$ cat src/rtl/ram_arb_pkg.sv
// rtl/ram_arb_pkg.sv - shared types and constants for the 256x8 RAM arbiter
package ram_arb_pkg;

    localparam int ADDR_W    = 8;
    localparam int DATA_W    = 8;
    localparam int RAM_DEPTH = 256;

`ifdef RAM_ARB_CLEAR_EN
    typedef enum logic [1:0] {ST_INIT, ST_IDLE, ST_RUN} state_e;
    localparam state_e ST_RESET = ST_INIT;
`else
    typedef enum logic [1:0] {ST_IDLE, ST_RUN} state_e;
    localparam state_e ST_RESET = ST_IDLE;
`endif

    typedef enum logic [1:0] {TAG_NONE, TAG_CPU_RD, TAG_DMA_RD} tag_e;

    typedef struct packed {
        tag_e              tag;
        logic [ADDR_W-1:0] idx;
    } pipe_ent_t;

endpackage

$ cat src/rtl/ram_arb_pipe.sv
// rtl/ram_arb_pipe.sv - two-stage read tag pipe and return-data steering
module ram_arb_pipe
    import ram_arb_pkg::*;
(
    input  logic              clk,
    input  logic              reset_n,
    input  pipe_ent_t         i_push,
    input  logic [DATA_W-1:0] i_ram_o,
    output logic              o_cpu_rd_inflight,
    output pipe_ent_t         o_s2,
    output logic              o_cpu_done,
    output logic [DATA_W-1:0] o_cpu_rdata,
    output logic              o_dma_valid,
    output logic [DATA_W-1:0] o_dma_data,
    output logic [ADDR_W-1:0] o_dma_index
);

    pipe_ent_t         r_s1;
    pipe_ent_t         r_s2;
    logic              r_cpu_done;
    logic [DATA_W-1:0] r_cpu_rdata;
    logic              r_dma_valid;
    logic [DATA_W-1:0] r_dma_data;
    logic [ADDR_W-1:0] r_dma_index;

    // Stage 2 lines up with ram_o: the RAM has captured the read issued two edges ago.
    always_ff @(posedge clk or negedge reset_n) begin
        if (!reset_n) begin
            r_s1        <= '0;
            r_s2        <= '0;
            r_cpu_done  <= 1'b0;
            r_cpu_rdata <= '0;
            r_dma_valid <= 1'b0;
            r_dma_data  <= '0;
            r_dma_index <= '0;
        end else begin
            r_s1        <= i_push;
            r_s2        <= r_s1;
            r_cpu_done  <= (r_s2.tag == TAG_CPU_RD);
            r_dma_valid <= (r_s2.tag == TAG_DMA_RD);
            if (r_s2.tag == TAG_CPU_RD) begin
                r_cpu_rdata <= i_ram_o;
            end
            if (r_s2.tag == TAG_DMA_RD) begin
                r_dma_data  <= i_ram_o;
                r_dma_index <= r_s2.idx;
            end
        end
    end

    assign o_cpu_rd_inflight = (r_s1.tag == TAG_CPU_RD) || (r_s2.tag == TAG_CPU_RD);
    assign o_s2              = r_s2;
    assign o_cpu_done        = r_cpu_done;
    assign o_cpu_rdata       = r_cpu_rdata;
    assign o_dma_valid       = r_dma_valid;
    assign o_dma_data        = r_dma_data;
    assign o_dma_index       = r_dma_index;

endmodule

$ cat src/rtl/ram_arbiter_256x8.sv
// rtl/ram_arbiter_256x8.sv - CPU/DMA arbiter for a 256x8 sync RAM; RAM_ARB_CLEAR_EN adds a post-reset clear
module ram_arbiter_256x8
    import ram_arb_pkg::*;
#(
    parameter int DMA_MAX_RUN = 4
) (
    input  logic              clk,
    input  logic              reset_n,
    input  logic              cpu_req,
    input  logic              cpu_we,
    input  logic [ADDR_W-1:0] cpu_addr,
    input  logic [DATA_W-1:0] cpu_wdata,
    output logic              cpu_ack,
    output logic [DATA_W-1:0] cpu_rdata,
    input  logic              dma_start,
    input  logic [ADDR_W-1:0] dma_base,
    input  logic [ADDR_W-1:0] dma_len,
    output logic              dma_busy,
    output logic              dma_valid,
    output logic [DATA_W-1:0] dma_data,
    output logic [ADDR_W-1:0] dma_index,
    output logic              init_busy,
    output logic [ADDR_W-1:0] ram_a,
    output logic [DATA_W-1:0] ram_i,
    output logic              ram_r_n,
    output logic              ram_w_n,
    input  logic [DATA_W-1:0] ram_o
);

    localparam logic [7:0] MAX_RUN = 8'(DMA_MAX_RUN);

    state_e            r_state;
    state_e            w_state_nx;
    logic [ADDR_W-1:0] r_base;
    logic [ADDR_W-1:0] r_len;
    logic [ADDR_W:0]   r_issued;
    logic [7:0]        r_run_cnt;
    logic              r_wr_inflight;
    logic              r_wr_ack;
    logic [ADDR_W-1:0] r_ram_a;
    logic [DATA_W-1:0] r_ram_i;
    logic              r_ram_r_n;
    logic              r_ram_w_n;

    logic [ADDR_W:0]   w_len_eff;
    logic              w_cpu_rd_inflight;
    logic              w_cpu_cand;
    logic              w_dma_cand;
    logic              w_issue_cpu;
    logic              w_issue_dma;
    logic              w_in_init;
    logic              w_start;
    logic              w_last_ret;
    logic [ADDR_W-1:0] w_init_addr;
    pipe_ent_t         w_push;
    pipe_ent_t         w_s2;
    logic              w_cpu_done;

`ifdef RAM_ARB_CLEAR_EN
    logic [ADDR_W-1:0] r_init_addr;

    always_ff @(posedge clk or negedge reset_n) begin
        if (!reset_n) begin
            r_init_addr <= '0;
        end else if (w_in_init) begin
            r_init_addr <= r_init_addr + 8'd1;
        end
    end
    assign w_init_addr = r_init_addr;
`else
    assign w_init_addr = '0;
`endif

    always_ff @(posedge clk or negedge reset_n) begin
        if (!reset_n) begin
            r_state <= ST_RESET;
        end else begin
            r_state <= w_state_nx;
        end
    end

    always_comb begin
        w_state_nx = r_state;
        case (r_state)
`ifdef RAM_ARB_CLEAR_EN
            ST_INIT: if (w_init_addr == 8'hFF) w_state_nx = ST_IDLE;
`endif
            ST_IDLE: if (dma_start)  w_state_nx = ST_RUN;
            ST_RUN:  if (w_last_ret) w_state_nx = ST_IDLE;
            default: w_state_nx = ST_RESET;
        endcase
    end

    // The ack cycle itself blocks the CPU so a held cpu_req is not re-serviced.
    always_comb begin
`ifdef RAM_ARB_CLEAR_EN
        w_in_init = (r_state == ST_INIT);
`else
        w_in_init = 1'b0;
`endif
        w_start     = (r_state == ST_IDLE) && dma_start;
        w_len_eff   = (r_len == '0) ? 9'(RAM_DEPTH) : {1'b0, r_len};
        w_cpu_cand  = cpu_req && !w_cpu_rd_inflight && !r_wr_inflight && !cpu_ack && !w_in_init;
        w_dma_cand  = (r_state == ST_RUN) && (r_issued < w_len_eff);
        w_issue_dma = w_dma_cand && !(w_cpu_cand && (r_run_cnt >= MAX_RUN));
        w_issue_cpu = w_cpu_cand && !w_issue_dma;
        w_last_ret  = (w_s2.tag == TAG_DMA_RD) && (w_s2.idx == r_len - 8'd1);
        w_push      = '0;
        if (w_issue_dma) begin
            w_push.tag = TAG_DMA_RD;
            w_push.idx = r_issued[ADDR_W-1:0];
        end else if (w_issue_cpu && !cpu_we) begin
            w_push.tag = TAG_CPU_RD;
        end
    end

    always_ff @(posedge clk or negedge reset_n) begin
        if (!reset_n) begin
            r_base        <= '0;
            r_len         <= '0;
            r_issued      <= '0;
            r_run_cnt     <= '0;
            r_wr_inflight <= 1'b0;
            r_wr_ack      <= 1'b0;
            r_ram_a       <= '0;
            r_ram_i       <= '0;
            r_ram_r_n     <= 1'b1;
            r_ram_w_n     <= 1'b1;
        end else begin
            r_wr_inflight <= w_issue_cpu && cpu_we;
            r_wr_ack      <= r_wr_inflight;

            if (w_start) begin
                r_base   <= dma_base;
                r_len    <= dma_len;
                r_issued <= '0;
            end else if (w_issue_dma) begin
                r_issued <= r_issued + 9'd1;
            end

            if (w_start || w_issue_cpu || !w_cpu_cand) begin
                r_run_cnt <= '0;
            end else if (w_issue_dma) begin
                r_run_cnt <= r_run_cnt + 8'd1;
            end

            r_ram_r_n <= 1'b1;
            r_ram_w_n <= 1'b1;
            if (w_in_init) begin
                r_ram_a   <= w_init_addr;
                r_ram_i   <= '0;
                r_ram_w_n <= 1'b0;
            end else if (w_issue_dma) begin
                r_ram_a   <= r_base + r_issued[ADDR_W-1:0];
                r_ram_r_n <= 1'b0;
            end else if (w_issue_cpu) begin
                r_ram_a <= cpu_addr;
                if (cpu_we) begin
                    r_ram_i   <= cpu_wdata;
                    r_ram_w_n <= 1'b0;
                end else begin
                    r_ram_r_n <= 1'b0;
                end
            end
        end
    end

    ram_arb_pipe u_pipe (
        .clk               (clk),
        .reset_n           (reset_n),
        .i_push            (w_push),
        .i_ram_o           (ram_o),
        .o_cpu_rd_inflight (w_cpu_rd_inflight),
        .o_s2              (w_s2),
        .o_cpu_done        (w_cpu_done),
        .o_cpu_rdata       (cpu_rdata),
        .o_dma_valid       (dma_valid),
        .o_dma_data        (dma_data),
        .o_dma_index       (dma_index)
    );

    assign cpu_ack   = w_cpu_done | r_wr_ack;
    assign dma_busy  = (r_state == ST_RUN);
    assign init_busy = w_in_init;
    assign ram_a     = r_ram_a;
    assign ram_i     = r_ram_i;
    assign ram_r_n   = r_ram_r_n;
    assign ram_w_n   = r_ram_w_n;

endmodule

$ cat config.mk
export PLATFORM = sky130hd
export DESIGN_NAME = ram_arbiter_256x8
export DESIGN_NICKNAME = d
export VERILOG_FILES = /design/src/rtl/ram_arb_pkg.sv /design/src/rtl/ram_arb_pipe.sv /design/src/rtl/ram_arbiter_256x8.sv
export SDC_FILE = /design/constraint.sdc
export NUM_CORES = 1
export LEC_CHECK = 0
export CAP_MARGIN = 40
export CORE_AREA = 2 2 104 131
export DETAILED_ROUTE_END_ITERATION = 10
export DIE_AREA = 0 0 106 133
export PLACE_DENSITY = 0.6
export SYNTH_ARGS = -nofsm -noshare
export SYNTH_HDL_FRONTEND = slang
export SYNTH_SLANG_ARGS = --single-unit
$ cat constraint.sdc
create_clock -name clk -period 3.25 [get_ports clk]
set_input_delay 0.65 -clock clk [delete_from_list [all_inputs] [get_ports clk]]
set_output_delay 0.65 -clock clk [all_outputs]
set_load 0.03 [all_outputs]
-- After elaboration in Yosys (flattened, before gate mapping)
Index checks and enable logic that the tools add are counted.
- register bits after elaboration: 101
- input port bits: 45
- output and inout port bits: 46
- word-level logic and storage cells: 82
- $add $sub $neg: 4
- $lt $le $gt $ge: 2
- equality and inequality tests: 7
- mux-type cells: 19
- bitwise gates (word level): 2
- reduce and logical (&&, ||, !) cells: 28
- operators with widths (cell ; number):
    $mux 8 ; 5
    $mux 9 ; 3
    $logic_and 1x1->1 ; 11
    $add 9x1->9 const B ; 1
    $lt 9x9->1 ; 1
    $add 8x1->8 const B ; 1
    $add 8x8->8 ; 1
    $eq 8x8->1 ; 1
    $ge 8x3->1 const B ; 1
    $logic_not 8->1 ; 1
    $sub 8x1->8 const B ; 1
    $logic_not 1->1 ; 7
    $mux 1 ; 7
    $eq 2x1->1 const B ; 3
    $mux 2 ; 3
    $reduce_bool 2->1 ; 3
    $pmux 2 s2 ; 1
    $logic_or 1x1->1 ; 3
    $reduce_and 3->1 ; 1
    $eq 2x2->1 const B ; 1
    $logic_not 2->1 ; 1
    $ne 2x1->1 const B ; 1
    $ne 2x2->1 const B ; 1
    $reduce_and 2->1 ; 1
    2 further kinds ; 2

-- Logic depth before layout (Yosys ltp)
- word-level depth: 14
- gate-level depth with buffers: 13

-- Cells and area by module
Synthesis repeated with hierarchy kept, for this count alone.
- cells, all modules: 380
- area, all modules: 4500.6 µm²
- modules (own cells, without submodules) (module ; times used ; cells an instance ; area an instance (µm²) ; sequential area each (µm²)):
    ram_arbiter_256x8 ; 1 ; 301 ; 2970.3 ; 1353.8
    ram_arb_pipe ; 1 ; 79 ; 1530.2 ; 1151.1

-- Worst setup path after synthesis
No wires, ideal clock.
- path type: register to register
- from: reg r_len[0]
- to: reg r_issued[7]
- setup time: 0.128 ns
- data arrival time: 2.801 ns
- data required time: 3.122 ns
- setup slack: 0.321 ns
- cell stages (with the launch flop): 12
- buffers on the path: 1
- clock period less this slack: 2.929 ns
- cells stage by stage: dfrtp_1 inv_1 ha_1 clkbuf_1 nand3_1 ha_1 and4_1 and2_0 a221oi_4 nand2_2 or4_1 mux2i_1
- cells in the longest elaborated chain, start to end: 6
- RTL lines (what ; line ; source):
    from (decl) ; ram_arbiter_256x8.sv:35 ; logic [ADDR_W-1:0] r_len;
    from (signal assigned) ; ram_arbiter_256x8.sv:135 ; r_len <= dma_len;
    $logic_not 8->1 ; ram_arbiter_256x8.sv:102 ; w_len_eff = (r_len == '0) ? 9'(RAM_DEPTH) : {1'b0, r_len};
    $mux 9 * ; ram_arbiter_256x8.sv:102 ;
    $lt 9x9->1 * ; ram_arbiter_256x8.sv:104 ; w_dma_cand = (r_state == ST_RUN) && (r_issued < w_len_eff);
    $logic_and 1x1->1 * ; ram_arbiter_256x8.sv:104 ;
    $logic_and 1x1->1 * ; ram_arbiter_256x8.sv:105 ; w_issue_dma = w_dma_cand && !(w_cpu_cand && (r_run_cnt >= MAX_RUN));
    $reduce_bool 2->1 (no line) * ; - ;
    to (signal assigned) ; ram_arbiter_256x8.sv:138 ; r_issued <= r_issued + 9'd1;
    to (decl) ; ram_arbiter_256x8.sv:36 ; logic [ADDR_W:0] r_issued;
Every way passes the cells marked *; elsewhere a longest branch is shown, timed or not.
A chain may end at the register's enable or synchronous reset.

-- Final worst setup path
Same ends and word-level chain as after synthesis.

==> impl_metrics.tcl <==
set metrics [dict create \
    fp.coreArea_mm2 0.0130 \
    drv.max_cap_violation_count 0 \
    totalWireLength_mm 10.1 \
    first_pass_iters 4 \
    clockRootBuffer "clkbuf_16" \
    grt.total_usage 0.152 \
    placer_s_final_routability_congestion_estimate 0.783 \
    p_per_area_mw_per_mm2 1060 \
    crit_path_start "r_len[0]" \
    number_of_global_route_vias_before_repair 3286 \
    ys.warnings.count 0 \
    final_cell_mix "dfrtp_1, clkdlybuf4s50_1, nand2_1, mux2_2, inv_1" \
    grt_overflow_total 0 \
    final.fill_count 1232 \
    worstMarginPinSlew_ns 0.672 \
    cts.reportedPaths.clkPinSlew_ns 0.07 \
    slew-limit-headroom 0.552 \
    area_of_combinational_cells_with_multiple_inputs_mm2 0.00178 \
    fraction_of_layout_instances_using_a_drive_strength_above_1 0.118 \
    tritoncts "done" \
    drc_errors 0 \
    setup_ws_ns 0.263 \
    drt_iter0_markers 118 \
    async_flop_share 1.00 \
    endpoint_kind "register" \
    numCtsBuffers 9 \
    die_h_um 133 \
    postCtsSetupRepairBufs 0 \
    io_pins 91 \
    most_frequent_standard_cell_in_the_layout_excluding_fill_and_tap_cells "dfrtp_1" \
    netlist.area_leader.share 0.557 \
    timing_worst_setup_path_type "register to register" \
    register_area_mm2 0.00250 \
    setup_viol_count_final 0 \
    finalHoldViolCount 0 \
    p_total_mw 6.18 \
    groute.layer.met2.usage 0.263 \
    critical-path-top-cell-by-count "ha_1" \
    report.final.slew_viol_count 0 \
    dominantRegCellSynth "dfrtp_1" \
    antennaDiodeCount 0 \
    port_buffers 89 \
    achievable-frequency_ghz 0.335 \
    detailedPlace.worstSlack_ns 0.302 \
    dominant_cells_by_area_after_synthesis "dfrtp_1, nand2_1, mux2_2" \
    cts_hold_repair.buffers 0 \
    fin_worst_hold_slack_ns 0.338 \
    ant_nets 0 \
    initial_core_util 0.339 \
    dieArea_mm2 0.0141 \
    rsz0062_at_grt "no" \
    path_cells "inv_1 -> ha_1 -> nand3_1 -> ha_1 -> and4_1 -> and2_0 -> a221oi_4 -> nand2_2 -> or4_1 -> mux2i_1" \
    ys_seq_elements 100 \
    min_period_over_period 0.919 \
    regToRegSetupSlack_ns 0.26 \
    grt_antenna_before_repair 0 \
    num-nets-final 558 \
    clk-insertion-delay-late_ns 0.35 \
    start_kind "register" \
    cellLeakagePower_nw 2.65 \
    cp_data_required_time_ns 3.47 \
    ir_worst_vdd_uv 447 \
    vias_per_cell 4.80 \
    worst_r2r_startpoint "r_len[0]" \
    post-route-util 0.450 \
    timing.critical_path.to "r_issued[7]" \
    synth_enable_flop_cells 0 \
    largest_net_degree_at_the_start_of_global_routing 52 \
    detailed_place.area_mm2 0.00554 \
    cp_data_arrival_time_ns 3.21 \
    final_cell_area_mm2 0.00585 \
    fin_skew_ns 0.00816 \
    flow.area_growth_from_synthesis_pct 32.8 \
    cell_with_the_largest_stage_delay_on_the_worst_path "or4_1" \
    synthesis.instances 394 \
    grt_met3_usage 0.0365 \
    avgRoutedWirePerCell_um 15.1 \
    setup-tns-final_ns 0 \
    clk_path_buf_depth 2 \
    fin_crit_ns 2.99 \
    detailroute.via_count 3210 \
    crit_path_max_incr_delay_ns 0.59 \
    hpwl_mm 7.33 \
    depth_of_the_worst_register_to_register_path 10 \
    grt_pass1_wl_mm 16.7 \
    run_status "completed" \
    timing.hold.worst.class "primary input to async pin" \
    gr-usage-met1 0.183 \
    num_rows 47 \
    layoutNonFillerInstCount 669 \
    syn_area_per_cell_um2 11.2 \
    synth.distinct_cells 48 \
    cts_repair_resize_count 0 \
    synth_seq_area_share 0.569 \
    clock-sinks 100 \
    dieWidth_um 106 \
    grt-busiest-layer "met2" \
    h-tree-depth 3 \
    mappedNetlistArea_mm2 0.00440 \
    worst_r2r_endpoint "r_issued[7]" \
    synth_top_cell_by_area "dfrtp_1" \
    cp_max_fo 11 \
    dp.cells 653 \
]
## flip-flops by register name (all words and copies together) (netlist names)
name	flops
u_pipe.o_s2	10
u_pipe.r_s1	10
r_issued	9
r_base	8
r_len	8
r_run_cnt	8
ram_a	8
ram_i	8
u_pipe.o_cpu_rdata	8
u_pipe.o_dma_data	8
u_pipe.o_dma_index	8
r_state	1
r_wr_ack	1
r_wr_inflight	1
ram_r_n	1
ram_w_n	1
u_pipe.o_cpu_done	1
u_pipe.o_dma_valid	1
## report_power, final
part	switching, mW	internal, mW
Clock	0.488	0.627
Sequential	0.360	1.74
Combinational	1.67	1.29
Total	2.52	3.66
## layer usage
| metal | routed length [um] | vias up | share of wire |
|---|---|---|---|
| met3 | 461 | 16 | 0.046 |
| met5 | 0 | - | 0 |
| met1 | 4190 | 1558 | 0.42 |
| li1 | - | 1544 | - |
| met4 | 200 | 0 | 0.020 |
| met2 | 5240 | 92 | 0.52 |
## Yosys cell counts (2+ instances only)
master	n
dfrtp_1	98
nand2_1	74
mux2_2	24
inv_1	20
ha_1	19
o21ai_0	18
a21oi_1	12
and3_1	12
nand3_1	12
nor2_1	12
xnor2_1	12
clkbuf_1	8
nor2b_1	5
nor3_1	5
xor2_1	5
a32oi_1	4
mux2i_1	4
nand2b_1	4
a22oi_1	3
buf_2	3
o211ai_1	3
o31ai_1	3
or4_1	3
a31oi_1	2
and4_1	2
buf_1	2
dfstp_2	2
nor4_1	2
o311ai_0	2
## cell families after synthesis
kind of cell / Yosys count / synth area share
other: 1 / 0.000851
muxes: 28 / 0.0705
adders and majority gates: 20 / 0.0585
buffers and inverters: 35 / 0.0315
xor gates and xnor gates: 17 / 0.0338
and+or+nand+nor: 136 / 0.143
DFF: 100 / 0.569
AOI/OAI and AO/OA: 57 / 0.0932
## worst min path at each step
stage,from,endpoint,slack (ns),cells after the start
after floorplan,u_pipe.r_s1[0],u_pipe.o_s2[0],0.33,0
after global placement,u_pipe.r_s1[5],u_pipe.o_s2[5],0.33,0
after detailed placement,u_pipe.r_s1[5],u_pipe.o_s2[5],0.34,0
after CTS,reset_n,r_base[7],0.35,1
after global routing,u_pipe.r_s1[5],u_pipe.o_s2[5],0.35,0
final,reset_n,r_base[7],0.34,1
## layout make-up
| type | count | area share |
|---|---|---|
| clock inverter | 6 | 0.0118 |
| tap | 171 | 0.0366 |
| clock buffer | 10 | 0.0409 |
| multi-input combinational | 264 | 0.305 |
| inverter | 21 | 0.0135 |
| sequential | 100 | 0.428 |
| timing repair buffer | 97 | 0.164 |
## critical path: cells and delay by family, from the launching register on
kind	cells	cell delay (ns)
AO/OA/AOI/OAI	1	0.25
adder cells (fa/ha/maj)	2	0.63
flip-flops	1	0.41
multiplexers	1	0.14
buffers and inverters	1	0.10
AND/OR/NAND/NOR	5	1.34
(Power assumes the default switching activity.)
